==> src/rtl/fir_pkg.sv <==
// Shared types, default parameters and width helper for the multichannel FIR.
package fir_pkg;

  typedef enum logic [1:0] {IDLE, LOAD, MAC, SAVE} state_t;

  localparam int DEF_DATA_W   = 16;
  localparam int DEF_COEF_W   = 16;
  localparam int DEF_TAPS     = 16;
  localparam int DEF_CHANNELS = 2;
  localparam int DEF_FRAC     = 15;

  // Index width that never collapses to zero bits for a single-entry range.
  function automatic int clog2_min1(input int n);
    return (n <= 2) ? 1 : $clog2(n);
  endfunction

endpackage

==> src/rtl/fir_mac.sv <==
// Multiply-accumulate datapath with the output shift/saturate register stage.
module fir_mac
  import fir_pkg::*;
#(
  parameter int DATA_W = DEF_DATA_W,
  parameter int COEF_W = DEF_COEF_W,
  parameter int TAPS   = DEF_TAPS,
  parameter int FRAC   = DEF_FRAC,
  parameter int CH_W   = 1
) (
  input  logic                     ck,
  input  logic                     rst,
  input  logic                     clear,
  input  logic                     mac_en,
  input  logic                     save_en,
  input  logic signed [DATA_W-1:0] sample,
  input  logic signed [COEF_W-1:0] coef,
  input  logic [CH_W-1:0]          chan,
  output logic signed [DATA_W-1:0] out_data,
  output logic [CH_W-1:0]          out_chan,
  output logic                     out_sat,
  output logic                     out_valid
);

  localparam int PW    = DATA_W + COEF_W;
  localparam int ACC_W = PW + clog2_min1(TAPS);

  localparam logic signed [ACC_W-1:0] SAT_MAX = {{(ACC_W-DATA_W+1){1'b0}}, {(DATA_W-1){1'b1}}};
  localparam logic signed [ACC_W-1:0] SAT_MIN = {{(ACC_W-DATA_W+1){1'b1}}, {(DATA_W-1){1'b0}}};

  logic signed [PW-1:0]    prod_p0;
  logic signed [ACC_W-1:0] acc_p1;
  logic [DATA_W:0]         res_p1;

  // Returns {saturated, value}.
  function automatic logic [DATA_W:0] sat_shift(input logic signed [ACC_W-1:0] a);
    logic signed [ACC_W-1:0] r;
    r = a >>> FRAC;
    if (r > SAT_MAX) return {1'b1, SAT_MAX[DATA_W-1:0]};
    if (r < SAT_MIN) return {1'b1, SAT_MIN[DATA_W-1:0]};
    return {1'b0, r[DATA_W-1:0]};
  endfunction

  assign prod_p0 = PW'(sample) * PW'(coef);
  assign res_p1  = sat_shift(acc_p1);

  // p0 -> p1: accumulate one product per MAC cycle
  always_ff @(posedge ck) begin
    if (rst) begin
      acc_p1    <= '0;
      out_data  <= '0;
      out_chan  <= '0;
      out_sat   <= 1'b0;
      out_valid <= 1'b0;
    end else begin
      out_valid <= save_en;
      if (clear) begin
        acc_p1 <= '0;
      end else if (mac_en) begin
        acc_p1 <= acc_p1 + ACC_W'(prod_p0);
      end
      // p1 -> output: shifted, saturated result held until the next SAVE
      if (save_en) begin
        out_sat  <= res_p1[DATA_W];
        out_data <= res_p1[DATA_W-1:0];
        out_chan <= chan;
      end
    end
  end

endmodule

==> src/rtl/fir_multi.sv <==
// Time-multiplexed FIR: one shared coefficient set, one delay line per channel,
// one MAC per cycle; a new sample is taken only while the engine is idle.
module fir_multi
  import fir_pkg::*;
#(
  parameter int DATA_W   = DEF_DATA_W,
  parameter int COEF_W   = DEF_COEF_W,
  parameter int TAPS     = DEF_TAPS,
  parameter int CHANNELS = DEF_CHANNELS,
  parameter int FRAC     = DEF_FRAC
) (
  input  logic                                 ck,
  input  logic                                 rst,
  input  logic signed [DATA_W-1:0]             in_data,
  input  logic [clog2_min1(CHANNELS)-1:0]      in_chan,
  input  logic                                 in_valid,
  output logic                                 in_ready,
  input  logic                                 coef_we,
  input  logic [clog2_min1(TAPS)-1:0]          coef_addr,
  input  logic signed [COEF_W-1:0]             coef_data,
  output logic signed [DATA_W-1:0]             out_data,
  output logic [clog2_min1(CHANNELS)-1:0]      out_chan,
  output logic                                 out_valid,
  output logic                                 out_sat
);

  localparam int CH_W = clog2_min1(CHANNELS);
  localparam int AW   = clog2_min1(TAPS);

  state_t                   state, state_nxt;
  logic [AW-1:0]            tap_p1;
  logic signed [DATA_W-1:0] sample_p0;
  logic [CH_W-1:0]          chan_p0;
  logic signed [DATA_W-1:0] line [CHANNELS][TAPS];
  logic signed [COEF_W-1:0] coef [TAPS];
  logic                     chan_ok;
  logic                     take;
  logic                     last_tap;

  // Out-of-range tags complete the handshake but never start the engine.
  assign chan_ok  = 32'(in_chan) < 32'(CHANNELS);
  assign take     = in_valid && in_ready && chan_ok;
  assign last_tap = (tap_p1 == AW'(TAPS - 1));

  always_ff @(posedge ck) begin
    if (rst) state <= IDLE;
    else     state <= state_nxt;
  end

  always_comb begin
    state_nxt = state;
    in_ready  = 1'b0;
    case (state)
      IDLE: begin
        in_ready = 1'b1;
        if (take) state_nxt = LOAD;
      end
      LOAD:    state_nxt = MAC;
      MAC:     if (last_tap) state_nxt = SAVE;
      SAVE:    state_nxt = IDLE;
      default: state_nxt = IDLE;
    endcase
  end

  // p0: capture the sample at the handshake; p1: shift the line and walk the taps
  always_ff @(posedge ck) begin
    if (rst) begin
      tap_p1    <= '0;
      sample_p0 <= '0;
      chan_p0   <= '0;
      for (int c = 0; c < CHANNELS; c++)
        for (int t = 0; t < TAPS; t++)
          line[c][t] <= '0;
      for (int t = 0; t < TAPS; t++)
        coef[t] <= '0;
    end else begin
      if (state == IDLE && coef_we) coef[coef_addr] <= coef_data;
      if (take) begin
        sample_p0 <= in_data;
        chan_p0   <= in_chan;
      end
      if (state == LOAD) begin
        tap_p1 <= '0;
        for (int c = 0; c < CHANNELS; c++) begin
          if (chan_p0 == CH_W'(c)) begin
            line[c][0] <= sample_p0;
            for (int t = 1; t < TAPS; t++)
              line[c][t] <= line[c][t-1];
          end
        end
      end else if (state == MAC) begin
        tap_p1 <= tap_p1 + AW'(1);
      end
    end
  end

  fir_mac #(
    .DATA_W (DATA_W),
    .COEF_W (COEF_W),
    .TAPS   (TAPS),
    .FRAC   (FRAC),
    .CH_W   (CH_W)
  ) u_mac (
    .ck        (ck),
    .rst       (rst),
    .clear     (state == LOAD),
    .mac_en    (state == MAC),
    .save_en   (state == SAVE),
    .sample    (line[chan_p0][tap_p1]),
    .coef      (coef[tap_p1]),
    .chan      (chan_p0),
    .out_data  (out_data),
    .out_chan  (out_chan),
    .out_sat   (out_sat),
    .out_valid (out_valid)
  );

endmodule

==> config.mk <==
export PLATFORM = sky130hd
export DESIGN_NAME = fir_multi
export DESIGN_NICKNAME = d
export VERILOG_FILES = /design/src/rtl/fir_pkg.sv /design/src/rtl/fir_mac.sv /design/src/rtl/fir_multi.sv
export SDC_FILE = /design/constraint.sdc
export NUM_CORES = 2
export LEC_CHECK = 0
export CAP_MARGIN = 20
export CORE_UTILIZATION = 30
export DETAILED_ROUTE_END_ITERATION = 16
export SYNTH_ARGS = -nofsm -noshare
export SYNTH_HDL_FRONTEND = slang
export SYNTH_SLANG_ARGS = --single-unit
export TNS_END_PERCENT = 30
==> constraint.sdc <==
create_clock -name ck -period 13.8 [get_ports ck]
set_clock_uncertainty 0.15 [all_clocks]
set_input_delay 2.76 -clock ck [delete_from_list [all_inputs] [get_ports ck]]
set_output_delay 2.76 -clock ck [all_outputs]
set_load 0.05 [all_outputs]
; ---- Word-level counts from Yosys, hierarchy flattened
; Memories as Yosys holds them, arrays and structs flattened. A register that Yosys moved wholly into a read port is not among the register bits.
; Cells that the tools add are included.
[classes]
addsub = 2
multipliers = 1
magnitude_cmp = 3
eq_ne = 6
mux = 66
n_bitwise = 33
n_reduce_logical = 6
[ops]
columns = op, count
row1 = 16-bit two-way mux, 35
row2 = 17-bit two-way mux, 4
row3 = 16-bit binary-select mux with 4-bit select, 1
row4 = 36-bit by 32-bit adder with 36-bit output, 1
row5 = 16-bit by 16-bit multiplier with 32-bit output, 1
row6 = 1-bit OR, 32
row7 = 21-bit by 16-bit greater-than comparator with 1-bit output (second input constant), 1
row8 = 21-bit by 16-bit less-than comparator with 1-bit output (second input constant), 1
row9 = 1-bit two-way mux, 20
row10 = 16-bit OR reduction, 1
row11 = 4-bit two-way mux, 3
row12 = 2-bit case mux with 4 select lines, 1
row13 = 5-bit greater-or-equal comparator (second input constant), 1
row14 = 4-bit inverter with 5-bit output, 1
row15 = 4-bit by 1-bit adder with 4-bit output (second input constant), 1
row16 = 2-bit == test (second input constant), 2
row17 = 4-bit == test (second input constant), 1
row18 = 2-bit two-way mux, 2
row19 = 2-bit != test (second input constant), 2
row20 = 2-bit by 1-bit == test with 1-bit output (second input constant), 1
row21 = 1-bit logical AND, 2
row22 = 2-bit logical NOT, 1
row23 = 2-bit AND reduction, 1
row24 = 2-bit OR reduction, 1
[word_totals]
register_bits = 78
mem_bits_rw = 768
input_bits = 41
output_inout_bits = 20
elab_cells = 128
n_memories = 2
[memory_table]
columns = memory, words, width, read_ports, rd_ports_with_merged_regs, write_ports, line_no
row1 = line, 2, 256, 3, 1, 2, fir_multi.sv:34  ; logic signed [DATA_W-1:0] line [CHANNELS][TAPS];
row2 = coef, 16, 16, 1, 1, 16, fir_multi.sv:35  ; logic signed [COEF_W-1:0] coef [TAPS];

; ---- Logic depth before layout (Yosys ltp)
[logic_depth]
word_depth = 7
mapped_depth = 32
ltp_nobuf = 28

; ---- Hierarchy
; From an unflattened synthesis, not the netlist that was laid out.
[unflattened]
hier_cells = 3664
hier_area_um2 = 48903.2
[by_module_without_submodules]
columns = module, instances, cells_per_inst, area_each_um2, seq_area_each_um2
row1 = fir_multi, 1, 2213, 35424.0, 23622.7
row2 = fir_mac, 1, 1451, 13479.2, 1101.1

; ---- Least setup slack after synthesis
; Ideal clock, no wire load.
[synth_path]
kind = input -> register
from = in rst
to = mem line[0][0] (netlist bit), enable pin
setup_ns = 0.617
arrival_ns = 8.428
required_time_ns = 13.033
slack_ns = 4.605
stages = 3
n_path_buf = 2
cell_sequence = clkbuf_1 clkbuf_1 a21o_1
[synth_lines]
columns = element, line_no
row1 = from (decl), fir_multi.sv:13  ; input logic rst,
row2 = to (decl), fir_multi.sv:34

==> key figures <==
Final layout
  – Final #Nets: 4061
  – N_diodes: 0
  – Post-Layout Cell Count: 5840
  – Design Area, Final: 54700 µm²
  – Area grow syn2layout: 11.4%
  – Fillers: 16000
  – Layout cells sized above 1: 0.128

GRT
  – Gr usage total: 0.135
  – Grt total ovfl: 0
  – Pin count of the biggest net entering global routing: 130
  – Vias in the first global route: 29000
  – Initial antenna violation count: 0
  – First-pass GRT wire length: 175000 µm

Placement
  – Hpwl dp: 71100 µm
  – Placed Area: 51900 µm²
  – GP Congestion: 0.828
  – Worst slack, placed: 4.32 ns
  – Port Buf Inserts: 60
  – Placed instance count: 5678

Logic synthesis
  – Seq/Total Area, Yosys: 0.504
  – Average cell area after synthesis: 13.6 µm²
  – Post-synthesis cell count: 3619
  – Synth area leader: edfxtp_1
  – YS warnings: 0
  – Top_reg_cell synth: edfxtp_1
  – Syn Std Cell Area: 49100 µm²
  – Share of the synthesized area in the top cell type: 0.470
  – Async SR Flop Fraction: 0
  – Yosys reg bits: 851
  – Syn_nets: 4086
  – Synth area leaders: edfxtp_1 (47%), fa_1 (13%), mux4_2 (10%)
  – Post-synth EDFFs: 768
  – Post-synth cell types: 61

Worst setup path
  – Worst Setup Start Kind: register
  – Number of cells on the worst reg-to-reg path: 26
  – Worst Setup End Kind: register
  – R2r endpoint: u_mac.acc_p1[35]
  – CP arrival: 9.80 ns
  – CP max FO: 39
  – FF-to-FF setup slack: 4.41 ns
  – CP Class: reg -> reg
  – Crit path required time: 14.21 ns

Floorplanning
  – Die area: 165000 µm²
  – Die width: 407 µm
  – Die span in y: 407 µm
  – Row count: 148
  – Core area: 163000 µm²
  – Initial Util: 0.302
  – Io pins: 61

CTS
  – Resized Gates After CTS: 0
  – Skew-Pair Late Insertion Delay: 0.71 ns
  – Hold buffer count at CTS: 0
  – Clock Path Buffers: 3
  – Post-CTS Setup Bufs: 0
  – H-tree levels: 3
  – Clk pin slew, worst setup/hold paths: 0.06 ns
  – CTS root buf: clkbuf_16
  – TritonCTS clock tree: yes
  – Num CTS Buffers: 88
  – CTS sink count: 851

STA
  – Period utilisation layout: 0.681
  – Setup-failing EPs final: 0
  – RSZ-0062 raised after global routing: false
  – Final worst setup slack: 4.41 ns
  – Total Neg Setup Slack: 0 ns
  – Post-layout min period: 9.39 ns
  – Slew headroom: 0.239
  – Max Clock Freq: 106 MHz
  – Pins Over Slew Limit: 0
  – Tightest Pin Transition: 1.11 ns
  – Final hold vios: 0

Hold path
  – Min-Delay Endpoint: sample_p0[0]
  – Hold crit path type: reg -> reg
  – HP Start: sample_p0[0]
  – Hold path cells: 2

Route
  – Drt wl/cell: 18.7 µm
  – Total Wirelength: 109000 µm
  – TritonRoute pass-1 iters: 5
  – DRT iter0 DRCs: 2347
  – Total number of vias: 27300
  – DRC viols: 0
  – Post-route ant nets: 0
  – Vias per cell: 4.68

Run status
  – Status: completed

Run
  – Max-cap violations: 0
## worst max path at each step
stage / end / cells past startpoint / slack [ns] / startpoint
floorplan: line[0][0] / 3 / 4.60 / rst
global placement: u_mac.acc_p1[35] / 26 / 4.40 / register
detailed placement: u_mac.acc_p1[31] / 26 / 4.32 / register
CTS: u_mac.acc_p1[35] / 26 / 4.34 / register
global route: u_mac.acc_p1[31] / 26 / 3.75 / register
finish: u_mac.acc_p1[35] / 26 / 4.41 / register
## placed cells by master (no fill, tap or decap), types with 17 or more instances in the layout
master and instances:
dfxtp_1 75, clkinv_1 17, nand2_1 143, clkbuf_16 90, mux2_2 18, and2_1 526, clkdlybuf4s50_1 59, nor3_1 22
inv_1 370, buf_4 52, clkbuf_1 20, ha_1 111, edfxtp_1 768, xnor2_1 23, nor2b_1 70, mux2i_1 35
or2_2 22, fa_1 314, nor2_1 156, nand2b_1 38, and3_1 261, a21oi_1 65, mux4_2 227
## area by class of cell
class	count	area [µm²]	share of cell area
Sequential cell	851	24700	0.452
Tap cell	2175	2720	0.0497
Inverter	370	1390	0.0254
Clock inverter	51	505	0.00924
Clock buffer	110	2330	0.0425
Timing Repair Buffer	113	1020	0.0187
Multi-Input combinational cell	2170	22000	0.402
## cell usage after synthesis (all sizes together), types with 3 or more instances
cell,n
o21a,6
nand4,4
ha,112
fa,314
nand2b,38
a21oi,65
mux2,19
a31oi,8
xnor2,23
nand2,143
o21ai,29
nand3,6
mux4,230
a21boi,3
and2,527
o21bai,6
inv,370
and3,261
mux2i,42
nor3,22
clkbuf,164
or2,23
nor2b,71
a211oi,6
dfxtp,83
xor2,16
a21o,16
nor2,157
buf,64
edfxtp,768
## through the flow
stage | hold slack, ns | util
CTS | 0.321 | 0.336
global route | 0.352 | 0.337
finish | 0.319 | 0.337
global placement | 0.309 | 0.319
detailed placement | 0.312 | 0.319
floorplan | 0.290 | -
## per-layer routing
layer  GRT usage  vias to the layer above  part of all wire
met1       0.190                    14200              0.47
met2       0.221                      510              0.48
li1            -                    12500                 -
met4      0.0311                        0             0.016
met5           0                        -                 0
met3      0.0185                      110             0.040
## cells by family after synthesis
logic type / Yosys count / synth area share
AO/OA/AOI/OAI: 156 / 0.0193
flip-flops: 851 / 0.504
buffers and inverters: 598 / 0.0488
adder cells (fa/ha/maj): 426 / 0.157
multiplexers: 291 / 0.120
AND/OR/NAND/NOR: 1258 / 0.145
XOR/XNOR: 39 / 0.00696
## flip-flops by register name, indices dropped and copies added (netlist names), named ones only
signal / cells
line: 512
u_mac.out_chan: 1
u_mac.out_data: 16
u_mac.acc_p1: 36
u_mac.out_sat: 1
sample_p0: 16
chan_p0: 1
state: 2
coef: 256
tap_p1: 4
u_mac.out_valid: 1
## worst max-delay path, cell delays in order (launching register included)
cell	delay, ns
dfxtp_4	0.70
buf_4	0.72
mux4_2	0.60
mux4_2	0.49
mux2i_1	0.87
nor2_1	0.16
fa_1	0.54
fa_1	0.51
inv_1	0.05
fa_1	0.50
inv_1	0.06
fa_1	0.50
fa_1	0.49
inv_1	0.05
fa_1	0.47
inv_1	0.04
ha_1	0.34
and3_1	0.28
nand4_1	0.16
o221ai_1	0.15
a211oi_2	0.31
o21ai_1	0.21
a2111oi_0	0.41
o21ai_0	0.14
o21ai_0	0.12
xnor2_1	0.15
a21oi_1	0.08
Power is left out: the tool's default activity adds up to more than one toggle a clock period on the data nets, which glitch-free logic cannot reach.
